**src/rtl/glitch_cmd_sender_if.sv**
```systemverilog
`default_nettype none
// ============================================================================
// Module      : glitch_cmd_sender_if
// Description : Command, UART TX/RX and status bundle for glitch_cmd_sender.
//               The slave modport is the sender's view; master is the host's.
// Revision    : 1.0 - initial release
// ============================================================================
interface glitch_cmd_sender_if;
    logic        cmd_valid_i;
    logic        cmd_ready_o;
    logic [2:0]  cmd_op_i;
    logic [15:0] cmd_arg_i;
    logic [7:0]  tx_data_o;
    logic        tx_enable_o;
    logic        tx_busy_i;
    logic [7:0]  rx_data_i;
    logic        rx_valid_i;
    logic        done_o;
    logic        hello_ok_o;
    logic        hello_fail_o;

    modport slave (
        input  cmd_valid_i, cmd_op_i, cmd_arg_i, tx_busy_i, rx_data_i, rx_valid_i,
        output cmd_ready_o, tx_data_o, tx_enable_o, done_o, hello_ok_o, hello_fail_o
    );

    modport master (
        output cmd_valid_i, cmd_op_i, cmd_arg_i, tx_busy_i, rx_data_i, rx_valid_i,
        input  cmd_ready_o, tx_data_o, tx_enable_o, done_o, hello_ok_o, hello_fail_o
    );
endinterface
`default_nettype wire

```
**src/rtl/glitch_cmd_sender.sv**
```systemverilog
`default_nettype none
// ============================================================================
// Module      : glitch_cmd_sender
// Description : Serialises a captured opcode/argument into UART bytes, one
//               byte per idle transmitter slot. Optional "Hello\n" reply
//               checking for op 6 is compiled in by defining
//               GLITCH_CMD_SENDER_HELLO_CHECK_EN.
// Revision    : 1.0 - initial release
// ============================================================================
module glitch_cmd_sender #(
    parameter int HELLO_TIMEOUT = 1_000_000
) (
    input logic               clk,
    input logic               rst,
    glitch_cmd_sender_if.slave bus
);

    localparam logic [2:0] c_ST_IDLE       = 3'd0;
    localparam logic [2:0] c_ST_OPCODE     = 3'd1;
    localparam logic [2:0] c_ST_ARG_HI     = 3'd2;
    localparam logic [2:0] c_ST_ARG_LO     = 3'd3;
`ifdef GLITCH_CMD_SENDER_HELLO_CHECK_EN
    localparam logic [2:0] c_ST_HELLO_WAIT = 3'd4;
    localparam int         c_CNT_W         = (HELLO_TIMEOUT > 1) ? $clog2(HELLO_TIMEOUT + 1) : 1;
    localparam logic [c_CNT_W-1:0] c_CNT_LAST = c_CNT_W'(HELLO_TIMEOUT - 1);
`endif

    logic [2:0]  r_state;
    logic [2:0]  w_state_next;
    logic [2:0]  r_op;
    logic [15:0] r_arg;
    logic [7:0]  r_tx_data;
    logic        r_tx_enable;
    logic        r_done;
    logic        w_can_issue;
    logic        w_accept;
    logic        w_issue;
    logic [7:0]  w_byte;
    logic        w_done;

    // Opcode character sent first for every op except the raw byte (op 7)
    function automatic logic [7:0] f_op_char(input logic [2:0] op);
        case (op)
            3'd0:    return 8'h64;
            3'd1:    return 8'h77;
            3'd2:    return 8'h6E;
            3'd3:    return 8'h73;
            3'd4:    return 8'h72;
            3'd5:    return 8'h74;
            3'd6:    return 8'h68;
            default: return 8'h00;
        endcase
    endfunction

`ifdef GLITCH_CMD_SENDER_HELLO_CHECK_EN
    logic [2:0]         r_hello_idx;
    logic [c_CNT_W-1:0] r_hello_cnt;
    logic               r_hello_ok;
    logic               r_hello_fail;
    logic               w_hello_ok;
    logic               w_hello_fail;
    logic               w_enter_hello;
    logic               w_rx_match;

    // Expected reply "Hello\n", one character per index
    function automatic logic [7:0] f_hello_char(input logic [2:0] idx);
        case (idx)
            3'd0:    return 8'h48;
            3'd1:    return 8'h65;
            3'd2:    return 8'h6C;
            3'd3:    return 8'h6C;
            3'd4:    return 8'h6F;
            3'd5:    return 8'h0A;
            default: return 8'h00;
        endcase
    endfunction

    assign w_rx_match = (bus.rx_data_i == f_hello_char(r_hello_idx));
`endif

    // A byte may only start when the transmitter is idle and no strobe is in flight
    assign w_can_issue = !bus.tx_busy_i && !r_tx_enable;
    assign w_accept    = (r_state == c_ST_IDLE) && bus.cmd_valid_i;

    // State register
    always_ff @(posedge clk) begin
        if (rst) begin
            r_state <= c_ST_IDLE;
        end else begin
            r_state <= w_state_next;
        end
    end

    // Next-state selection
    always_comb begin
        w_state_next = r_state;
        case (r_state)
            c_ST_IDLE: begin
                if (bus.cmd_valid_i) w_state_next = c_ST_OPCODE;
            end
            c_ST_OPCODE: begin
                if (w_can_issue) begin
                    case (r_op)
                        3'd0, 3'd3, 3'd4: w_state_next = c_ST_ARG_HI;
                        3'd1, 3'd2:       w_state_next = c_ST_ARG_LO;
`ifdef GLITCH_CMD_SENDER_HELLO_CHECK_EN
                        3'd6:             w_state_next = c_ST_HELLO_WAIT;
`endif
                        default:          w_state_next = c_ST_IDLE;
                    endcase
                end
            end
            c_ST_ARG_HI: begin
                if (w_can_issue) w_state_next = c_ST_ARG_LO;
            end
            c_ST_ARG_LO: begin
                if (w_can_issue) w_state_next = c_ST_IDLE;
            end
`ifdef GLITCH_CMD_SENDER_HELLO_CHECK_EN
            c_ST_HELLO_WAIT: begin
                if (w_hello_ok || w_hello_fail) w_state_next = c_ST_IDLE;
            end
`endif
            default: w_state_next = c_ST_IDLE;
        endcase
    end

    // Per-state byte issue, completion and hello outcome decisions
    always_comb begin
        w_issue = 1'b0;
        w_byte  = 8'h00;
        w_done  = 1'b0;
`ifdef GLITCH_CMD_SENDER_HELLO_CHECK_EN
        w_hello_ok    = 1'b0;
        w_hello_fail  = 1'b0;
        w_enter_hello = 1'b0;
`endif
        case (r_state)
            c_ST_OPCODE: begin
                if (w_can_issue) begin
                    w_issue = 1'b1;
                    w_byte  = (r_op == 3'd7) ? r_arg[7:0] : f_op_char(r_op);
`ifdef GLITCH_CMD_SENDER_HELLO_CHECK_EN
                    w_done        = (r_op == 3'd5) || (r_op == 3'd7);
                    w_enter_hello = (r_op == 3'd6);
`else
                    w_done = (r_op == 3'd5) || (r_op == 3'd6) || (r_op == 3'd7);
`endif
                end
            end
            c_ST_ARG_HI: begin
                if (w_can_issue) begin
                    w_issue = 1'b1;
                    w_byte  = r_arg[15:8];
                end
            end
            c_ST_ARG_LO: begin
                if (w_can_issue) begin
                    w_issue = 1'b1;
                    w_byte  = r_arg[7:0];
                    w_done  = 1'b1;
                end
            end
`ifdef GLITCH_CMD_SENDER_HELLO_CHECK_EN
            c_ST_HELLO_WAIT: begin
                // A received byte takes priority over a coincident timeout
                if (bus.rx_valid_i) begin
                    if (!w_rx_match) begin
                        w_hello_fail = 1'b1;
                    end else if (r_hello_idx == 3'd5) begin
                        w_hello_ok = 1'b1;
                    end
                end else if (r_hello_cnt == c_CNT_LAST) begin
                    w_hello_fail = 1'b1;
                end
                w_done = w_hello_ok || w_hello_fail;
            end
`endif
            default: ;
        endcase
    end

    // Command capture and registered TX/status outputs
    always_ff @(posedge clk) begin
        if (rst) begin
            r_op        <= 3'd0;
            r_arg       <= 16'h0000;
            r_tx_data   <= 8'h00;
            r_tx_enable <= 1'b0;
            r_done      <= 1'b0;
        end else begin
            if (w_accept) begin
                r_op  <= bus.cmd_op_i;
                r_arg <= bus.cmd_arg_i;
            end
            if (w_issue) r_tx_data <= w_byte;
            r_tx_enable <= w_issue;
            r_done      <= w_done;
        end
    end

`ifdef GLITCH_CMD_SENDER_HELLO_CHECK_EN
    // Reply tracking: index of next expected character and cycles spent waiting
    always_ff @(posedge clk) begin
        if (rst) begin
            r_hello_idx  <= 3'd0;
            r_hello_cnt  <= '0;
            r_hello_ok   <= 1'b0;
            r_hello_fail <= 1'b0;
        end else begin
            r_hello_ok   <= w_hello_ok;
            r_hello_fail <= w_hello_fail;
            if (w_enter_hello) begin
                r_hello_idx <= 3'd0;
                r_hello_cnt <= '0;
            end else if (r_state == c_ST_HELLO_WAIT) begin
                r_hello_cnt <= r_hello_cnt + c_CNT_W'(1);
                if (bus.rx_valid_i && w_rx_match) r_hello_idx <= r_hello_idx + 3'd1;
            end
        end
    end

    assign bus.hello_ok_o   = r_hello_ok;
    assign bus.hello_fail_o = r_hello_fail;
`else
    assign bus.hello_ok_o   = 1'b0;
    assign bus.hello_fail_o = 1'b0;
`endif

    assign bus.cmd_ready_o = (r_state == c_ST_IDLE);
    assign bus.tx_data_o   = r_tx_data;
    assign bus.tx_enable_o = r_tx_enable;
    assign bus.done_o      = r_done;

endmodule
`default_nettype wire

```
**src/flat_wrapper.sv**
```systemverilog
// flat-port wrapper written by rule: the top's interface ports become plain ports
module glitch_cmd_sender_flat 
#(
    parameter int HELLO_TIMEOUT = 1_000_000
)
  (clk, rst, bus_cmd_valid_i, bus_cmd_op_i, bus_cmd_arg_i, bus_tx_busy_i, bus_rx_data_i, bus_rx_valid_i, bus_cmd_ready_o, bus_tx_data_o, bus_tx_enable_o, bus_done_o, bus_hello_ok_o, bus_hello_fail_o);
  glitch_cmd_sender_if bus_i ();
  input logic clk;
  input logic rst;
  input wire logic [$bits(bus_i.cmd_valid_i)-1:0] bus_cmd_valid_i;
  input wire logic [$bits(bus_i.cmd_op_i)-1:0] bus_cmd_op_i;
  input wire logic [$bits(bus_i.cmd_arg_i)-1:0] bus_cmd_arg_i;
  input wire logic [$bits(bus_i.tx_busy_i)-1:0] bus_tx_busy_i;
  input wire logic [$bits(bus_i.rx_data_i)-1:0] bus_rx_data_i;
  input wire logic [$bits(bus_i.rx_valid_i)-1:0] bus_rx_valid_i;
  output wire logic [$bits(bus_i.cmd_ready_o)-1:0] bus_cmd_ready_o;
  output wire logic [$bits(bus_i.tx_data_o)-1:0] bus_tx_data_o;
  output wire logic [$bits(bus_i.tx_enable_o)-1:0] bus_tx_enable_o;
  output wire logic [$bits(bus_i.done_o)-1:0] bus_done_o;
  output wire logic [$bits(bus_i.hello_ok_o)-1:0] bus_hello_ok_o;
  output wire logic [$bits(bus_i.hello_fail_o)-1:0] bus_hello_fail_o;
  assign bus_i.cmd_valid_i = bus_cmd_valid_i;
  assign bus_i.cmd_op_i = bus_cmd_op_i;
  assign bus_i.cmd_arg_i = bus_cmd_arg_i;
  assign bus_i.tx_busy_i = bus_tx_busy_i;
  assign bus_i.rx_data_i = bus_rx_data_i;
  assign bus_i.rx_valid_i = bus_rx_valid_i;
  assign bus_cmd_ready_o = bus_i.cmd_ready_o;
  assign bus_tx_data_o = bus_i.tx_data_o;
  assign bus_tx_enable_o = bus_i.tx_enable_o;
  assign bus_done_o = bus_i.done_o;
  assign bus_hello_ok_o = bus_i.hello_ok_o;
  assign bus_hello_fail_o = bus_i.hello_fail_o;
  glitch_cmd_sender #(.HELLO_TIMEOUT(HELLO_TIMEOUT)) u_core (.clk(clk), .rst(rst), .bus(bus_i));
endmodule
```
**config.mk**
```make
export PLATFORM = sky130hd
export DESIGN_NAME = glitch_cmd_sender_flat
export DESIGN_NICKNAME = d
export VERILOG_FILES = /design/src/rtl/glitch_cmd_sender_if.sv /design/src/rtl/glitch_cmd_sender.sv /design/src/flat_wrapper.sv
export SDC_FILE = /design/constraint.sdc
export NUM_CORES = 1
export LEC_CHECK = 0
export CAP_MARGIN = 40
export CELL_PAD_IN_SITES_DETAIL_PLACEMENT = 0
export CELL_PAD_IN_SITES_GLOBAL_PLACEMENT = 1
export CORE_ASPECT_RATIO = 0.7
export CORE_MARGIN = 5
export CORE_UTILIZATION = 36
export DETAILED_ROUTE_END_ITERATION = 10
export GPL_TIMING_DRIVEN = 0
export HOLD_SLACK_MARGIN = 0.15
export PLACE_DENSITY = 0.88
export SLEW_MARGIN = 25
export SYNTH_ARGS = -nofsm -noshare
export SYNTH_HDL_FRONTEND = slang
export SYNTH_SLANG_ARGS = --single-unit
```
**constraint.sdc**
```tcl
create_clock -name clk -period 4.15 [get_ports clk]
set_input_delay 1.245 -clock clk [delete_from_list [all_inputs] [get_ports clk]]
set_output_delay 1.245 -clock clk [all_outputs]
set_load 0.1 [all_outputs]
```
==> summary.json, run 1 <==
{
  "clock_tree": {
    "tritoncts.num_buffers": 5,
    "clock_tree.root_cell": "sky130_fd_sc_hd__clkbuf_8",
    "worstSkewPairLatency_ps": 290,
    "cts_tree": "yes",
    "cts_buffer_depth": 2,
    "clock_tree.htree_level_count": 2,
    "tritoncts_num_sinks": 31,
    "cts_hold_buf": 0,
    "ctsResizeCount": 0,
    "clkSlewWorstSetupHoldPaths_ps": 60,
    "number_of_buffers_inserted_to_repair_setup_after_cts": 0
  },
  "cells_and_area": {
    "mostFrequentLayoutCell": "sky130_fd_sc_hd__nand2_1",
    "syn2layout_area_growth_pct": 45.15,
    "nets": 261,
    "antenna_cells": 0,
    "mostFrequentLayoutCells": "sky130_fd_sc_hd__nand2_1 (38), sky130_fd_sc_hd__clkdlybuf4s50_1 (33), sky130_fd_sc_hd__dfxtp_1 (31), sky130_fd_sc_hd__a21oi_1 (30), sky130_fd_sc_hd__buf_8 (11)",
    "drive_above_1_share": 0.1783
  },
  "sta": {
    "timing.final.crit_share": 0.7870,
    "final_setup_violation_count": 0,
    "fin_worst_hold_slack_ps": 450.8,
    "final.setup.tns_ps": 0,
    "endpoints_failing_hold": 0,
    "min_period_ps": 3266,
    "unrepaired_setup_endpoints_after_global_routing": "false",
    "final_max_slew_viols": 0,
    "timing.fmax_mhz": 306.2,
    "finClkSkew_ps": 3.822
  },
  "routing": {
    "topRoutingLayerUsed": "met4",
    "routed_wl_um": 3919,
    "drcViolationCount": 0,
    "dr_total_vias": 1445,
    "met3_length_um": 345,
    "detail_route.wl_per_cell_um": 13.90,
    "routed_via_density": 5.124,
    "route.layer.met1.wl_um": 1875,
    "drtAntennaViolNets": 0,
    "pre_antenna_drt_iters": 4,
    "met2_length_um": 1644,
    "detail_route.iter0.violations": 82
  },
  "grt": {
    "grt_max_degree": 11,
    "number_of_antenna_violations_at_the_first_check_in_global_routing": 0,
    "first_global_vias": 1366,
    "track_usage": 0.1519,
    "global_route_wire_length_before_repair_um": 6486,
    "overflow": 0
  },
  "logic_synthesis": {
    "yosys.area_share.simple": 0.2151,
    "ys.warnings.count": 0,
    "synth_top_flop_cell": "sky130_fd_sc_hd__dfxtp_1",
    "post_synth_edffs": 0,
    "synth-seq-cells": 31,
    "synth_top_family_by_area": "compound AO/OA/AOI/OAI gates",
    "yosysSeqAreaShare": 0.4218,
    "netlist_area_um2": 1471,
    "synth_compound_gate_area_share": 0.2432,
    "synth_cell_type_count": 44,
    "muxShareOfSynthArea": 0.01446,
    "synthesis.instances": 177,
    "synth_adder_area_share": 0,
    "share_of_async_settable_or_async_resettable_flops_after_synthesis": 0,
    "share_of_the_synthesized_netlist_area_taken_by_xor_and_xnor_gates": 0.01190,
    "syn-mean-instance-area_um2": 8.313
  },
  "floorplanning": {
    "row_count": 19,
    "core_um2": 3923,
    "initial_core_util": 0.3751,
    "die_y_um": 63.49,
    "design.portCount": 45,
    "dieWidth_um": 86.41,
    "floorplan.die_area_um2": 5486
  },
  "setup_path": {
    "critPathCaptureType": "output port",
    "critical_path_cell_by_cell": "buf_6, or2_2, buf_2, inv_1, clkdlybuf4s50_1, buf_8",
    "critical_path_peak_fanout": 10,
    "timing.rr.end": "u_core.bus.tx_data_o[1]",
    "slowest_cell_on_crit_path": "sky130_fd_sc_hd__clkdlybuf4s50_1",
    "timing.rr.start": "u_core.bus.tx_enable_o",
    "timing.critical_path.from_type": "flop",
    "critical-path-max-stage-delay_ps": 520,
    "ff2ff_path_depth": 4,
    "critical_path_type": "flop to output port",
    "timing.critical_path.required_ps": 2900,
    "timing.reg2reg.setup_slack_ps": 2690,
    "worstPathArrival_ps": 2020
  },
  "run_status": {
    "run_status": "finished clean"
  },
  "power_and_ir_drop": {
    "worst_ir_drop_vdd_v": 0.0002074,
    "total_power_mw": 0.9279,
    "power.static_leakage_nw": 0.8006,
    "pwr_density_cell_nw_per_um2": 434.4
  },
  "place": {
    "port_buffers": 33,
    "place_hpwl_um": 2894,
    "placer_s_final_routability_congestion_estimate": 0.8597
  },
  "run": {
    "cap_violations": 0
  },
  "worst_hold_path": {
    "min_path_cells": 2,
    "min_from": "u_core.r_arg[10]",
    "min_delay_worst_endpoint": "u_core.r_arg[10]",
    "hold_path_class": "flop to flop"
  }
}
kinds of logic after synthesis:
family                 Yosys count
AO/OA/AOI/OAI                   56
XOR/XNOR                         2
buffers and inverters           21
flip-flops                      31
multiplexers                     2
other                            1
AND/OR/NAND/NOR                 64
worst max-delay path by stage:
stage,startpoint,endpoint,slack [ps]
2_1_floorplan,u_core.r_state[0],bus_cmd_ready_o,1450
3_3_place_gp,u_core.r_state[0],bus_cmd_ready_o,790
3_5_place_dp,u_core.r_state[0],bus_cmd_ready_o,1190
4_1_cts,u_core.r_state[0],bus_cmd_ready_o,870
5_1_grt,u_core.r_state[0],bus_cmd_ready_o,820
6_report,u_core.r_state[0],bus_cmd_ready_o,880
per-layer routing:
layer / GRT usage / up-vias
li1: - / 723
met1: 0.2085 / 655
met2: 0.2223 / 62
met3: 0.04167 / 5
met4: 0.06226 / 0
met5: 0 / -
sequential cells by signal, summed over array words and instances (netlist names):
signal,count
u_core.bus.tx_enable_o,1
u_core.r_state,2
u_core.bus.tx_data_o,8
u_core.r_op,3
u_core.r_arg,16
u_core.bus.done_o,1
worst max-delay path, delay by kind of cell, from the launching register on:
family / cells / cell delay (ps)
simple gates: 1 / 260
flops: 1 / 330
buf+inv: 5 / 1130
per-stage QoR:
stage                     std cells    util  instance area, µm²  setup WS [ps]
final                           282  0.5445                2136          884.1
after global routing            282  0.5445                2136          820.4
after CTS                       282  0.5445                2136          870.6
after detailed placement        274  0.5190                2036           1186
after global placement          263  0.4769                1871          785.1
after floorplan                 178       -                1475           1446
power breakdown:
group	internal [mW]	total (mW)	switching (mW)
registers	0.325	0.343	0.0182
logic	0.128	0.325	0.197
clock network	0.151	0.260	0.109
total	0.604	0.928	0.324
synthesized netlist by cell type (all sizes together) (2+ instances only):
cell type / count / area share
nand4: 2 / 0.0085
a211oi: 2 / 0.010
buf: 14 / 0.073
nor2b: 4 / 0.019
and2: 2 / 0.0085
nand2b: 2 / 0.0085
a311oi: 4 / 0.024
nand3: 4 / 0.014
o21ai: 5 / 0.017
nand2: 38 / 0.097
inv: 4 / 0.010
clkbuf: 3 / 0.0077
or2: 2 / 0.0085
a21oi: 30 / 0.10
a221oi: 3 / 0.022
nor3: 2 / 0.0068
o211ai: 2 / 0.010
a2111oi: 3 / 0.023
or3b: 2 / 0.012
dfxtp: 31 / 0.42
a31oi: 3 / 0.013
area by class of cell:
class	instances	area (µm²)
Inverter	4	15.01
Timing Repair Buffer	44	495.5
Tap cell	52	65.06
Multi-Input combinational cell	126	720.7
Fill cell	362	1787
Clock buffer	8	100.1
Buffer	17	118.9
Sequential cell	31	620.6
(Power assumes the default switching activity.)
==> run 2, diff against run 1 <==
Settings changed: CORE_UTILIZATION 36 to 33, PLACE_DENSITY 0.88 to 0.82.
Clock period 4.15 ns to 3.3 ns, I/O delays scaled along.
==> run 2 against run 1 <==
Net effect: die area grew 7.8%; register-to-register slack lost 910 ps; critical path depth is the same; largest cell class unchanged.
==> summary.json, run 2 (synthesis gave the netlist of run 1 again) <==
{
  "sta": {
    "unrepaired_setup_endpoints_after_global_routing": "false",
    "min_period_ps": 2996,
    "tightestPinTransition_ps": 528.9,
    "endpoints_failing_hold": {"value": 0, "change": "unchanged"},
    "maxSlewHeadroom": 0.6436,
    "timing.final.crit_share": 0.9080,
    "timing.fmax_mhz": 333.7,
    "final_setup_violation_count": {"value": 0, "change": "unchanged"},
    "final.setup.tns": {"value": 0, "unit": "ps", "change": "unchanged"},
    "finClkSkew": {"value": 3.602, "unit": "ps", "change": "-0.2198 ps"},
    "final_max_slew_viols": {"value": 0, "change": "unchanged"},
    "timing.final.ws_setup": {"value": 303.6, "unit": "ps", "change": "-580.4 ps"},
    "fin_worst_hold_slack": {"value": 458.5, "unit": "ps", "change": "+7.753 ps"}
  },
  "cells_and_area": {
    "largest-register": "u_core.r_arg",
    "utilization": {"value": 0.4879, "change": "-0.05664"},
    "finish.instance_area": {"value": 2112, "unit": "µm²", "change": "-1.1%"},
    "antenna_cells": {"value": 0, "change": "unchanged"},
    "ff_latch_area": {"value": 620.6, "unit": "µm²", "change": "unchanged"},
    "multi_input_comb_area": {"value": 720.7, "unit": "µm²", "change": "unchanged"},
    "mostFrequentLayoutCells": "sky130_fd_sc_hd__nand2_1 (38), sky130_fd_sc_hd__clkdlybuf4s50_1 (33), sky130_fd_sc_hd__dfxtp_1 (31), sky130_fd_sc_hd__a21oi_1 (30), sky130_fd_sc_hd__buf_8 (11)",
    "layout.filler_cells": {"value": 431, "change": "+19%"},
    "drive_above_1_share": {"value": 0.1711, "change": "-0.007208"},
    "largest_register_ff_count": {"value": 16, "change": "unchanged"},
    "syn2layout_area_growth_pct": 43.54,
    "mostFrequentLayoutCell": "sky130_fd_sc_hd__nand2_1",
    "nets": {"value": 261, "change": "unchanged"}
  },
  "power_and_ir_drop": {
    "power.static_leakage": {"value": 0.7862, "unit": "nW", "change": "-1.8%"},
    "worst_ir_drop_vdd": {"value": 0.0002527, "unit": "V", "change": "+22%"},
    "pwr_density_cell": {"value": 524.7, "unit": "nW/µm²", "change": "+21%"}
  },
  "routing": {
    "routed_via_density": {"value": 4.954, "change": "-3.3%"},
    "routed_wl": {"value": 3966, "unit": "µm", "change": "+1.2%"},
    "drcViolationCount": {"value": 0, "change": "unchanged"},
    "drtAntennaViolNets": {"value": 0, "change": "unchanged"},
    "detail_route.wl_per_cell": {"value": 14.01, "unit": "µm", "change": "+0.84%"},
    "detail_route.iter0.violations": {"value": 111, "change": "+35%"},
    "dr_total_vias": {"value": 1402, "change": "-3.0%"},
    "pre_antenna_drt_iters": {"value": 4, "change": "unchanged"}
  },
  "setup_path": {
    "timing.reg2reg.setup_slack": {"value": 1780, "unit": "ps", "change": "-910 ps"},
    "timing.critical_path.from_type": "flop",
    "critical_path_peak_fanout": {"value": 10, "change": "unchanged"},
    "critical_path_type": "flop to output port",
    "ff2ff_path_depth": {"value": 4, "change": "unchanged"},
    "critPathCaptureType": "output port",
    "critical_path_cell_by_cell": "buf_6, or2_2, buf_2, inv_1, clkdlybuf4s50_1, buf_8",
    "worstPathArrival": {"value": 2010, "unit": "ps", "change": "about the same"},
    "timing.rr.start": "u_core.bus.tx_enable_o",
    "slowest_cell_on_crit_path": "sky130_fd_sc_hd__clkdlybuf4s50_1",
    "critical-path-max-stage-delay": {"value": 510, "unit": "ps", "change": "about the same"},
    "timing.critical_path.required": {"value": 2310, "unit": "ps", "change": "-590 ps"},
    "timing.rr.end": "u_core.bus.tx_data_o[1]"
  },
  "clock_tree": {
    "worstSkewPairLatency": {"value": 280, "unit": "ps", "change": "about the same"},
    "clkSlewWorstSetupHoldPaths": {"value": 60, "unit": "ps", "change": "about the same"},
    "clock_tree.htree_level_count": {"value": 2, "change": "unchanged"},
    "cts_tree": "yes",
    "clock_tree.root_cell": "sky130_fd_sc_hd__clkbuf_8",
    "ctsResizeCount": {"value": 0, "change": "unchanged"},
    "number_of_buffers_inserted_to_repair_setup_after_cts": {"value": 0, "change": "unchanged"},
    "tritoncts_num_sinks": {"value": 31, "change": "unchanged"},
    "cts_hold_buf": {"value": 0, "change": "unchanged"},
    "tritoncts.num_buffers": {"value": 5, "change": "unchanged"},
    "cts_buffer_depth": {"value": 2, "change": "unchanged"}
  },
  "place": {
    "placedInstanceArea": {"value": 2039, "unit": "µm²", "change": "+0.18%"},
    "port_buffers": {"value": 33, "change": "unchanged"},
    "place_hpwl": {"value": 2943, "unit": "µm", "change": "+1.7%"},
    "placer_s_final_routability_congestion_estimate": {"value": 0.8403, "change": "-2.3%"},
    "pre_cts_ws": {"value": 598.9, "unit": "ps", "change": "-587.3 ps"}
  },
  "floorplanning": {
    "design.portCount": {"value": 45, "change": "unchanged"},
    "core": {"value": 4329, "unit": "µm²", "change": "+10%"},
    "row_count": {"value": 20, "change": "+1"},
    "dieWidth": {"value": 89.81, "unit": "µm", "change": "+3.9%"},
    "floorplan.die_area": {"value": 5915, "unit": "µm²", "change": "+7.8%"},
    "die_y": {"value": 65.87, "unit": "µm", "change": "+3.7%"},
    "initial_core_util": {"value": 0.3399, "change": "-0.03524"}
  },
  "grt": {
    "grt_max_degree": {"value": 11, "change": "unchanged"},
    "track_usage": {"value": 0.1411, "change": "-0.01076"},
    "number_of_antenna_violations_at_the_first_check_in_global_routing": {"value": 0, "change": "unchanged"},
    "first_global_vias": {"value": 1328, "change": "-2.8%"},
    "overflow": {"value": 0, "change": "unchanged"},
    "global_route_wire_length_before_repair": {"value": 6527, "unit": "µm", "change": "+0.63%"}
  },
  "worst_hold_path": {
    "min_from": "u_core.r_arg[10]",
    "min_path_cells": {"value": 2, "change": "unchanged"},
    "min_delay_worst_endpoint": "u_core.r_arg[10]",
    "hold_path_class": "flop to flop"
  },
  "run_status": {
    "run_status": "finished clean"
  },
  "run": {
    "cap_violations": {"value": 0, "change": "unchanged"}
  }
}
run 2: worst max-delay path by stage:
stage / from / to / depth (start not counted) / slack [ps]
3_5_place_dp: u_core.r_state[0] / bus_cmd_ready_o / 6 / 600
4_1_cts: u_core.r_state[0] / bus_cmd_ready_o / 6 / 290
6_report: u_core.r_state[0] / bus_cmd_ready_o / 6 / 300
5_1_grt: u_core.r_state[0] / bus_cmd_ready_o / 6 / 220
3_3_place_gp: u_core.r_state[0] / bus_cmd_ready_o / 5 / 190
2_1_floorplan: u_core.r_state[0] / bus_cmd_ready_o / 4 / 850
run 2: critical path: cells and delay by family, from the launching register on:
kind / cells / cell delay [ps]
and+or+nand+nor: 1 / 260
buffers and inverters: 5 / 1130
DFF: 1 / 330
run 2: area by class of cell:
cell class / instances / share of cell area
Sequential cell: 31 / 0.2938
Timing Repair Buffer: 44 / 0.2346
Buffer: 17 / 0.05628
Multi-Input combinational cell: 126 / 0.3412
Clock buffer: 6 / 0.03436
Inverter: 4 / 0.007109
Tap cell: 55 / 0.03258
run 2: stage by stage:
stage               power, mW  instances
floorplan              0.7004        178
global placement       0.7966        266
detailed placement     0.8472        277
CTS                     1.117        283
global route            1.165        283
finish                  1.108        283
run 2: per-layer routing:
metal	global-route usage	vias up	wire [µm]
met5	0	-	0
met4	0.06226	0	51
met3	0.05006	9	373
met2	0.1998	53	1619
met1	0.1912	622	1922
li1	-	718	-
run 2: power breakdown:
part | leakage [nW] | switching (mW) | total [mW] | internal, mW
logic | 0.495 | 0.247 | 0.408 | 0.161
registers | 0.254 | 0.0220 | 0.431 | 0.409
clock network | 0.0371 | 0.129 | 0.269 | 0.140
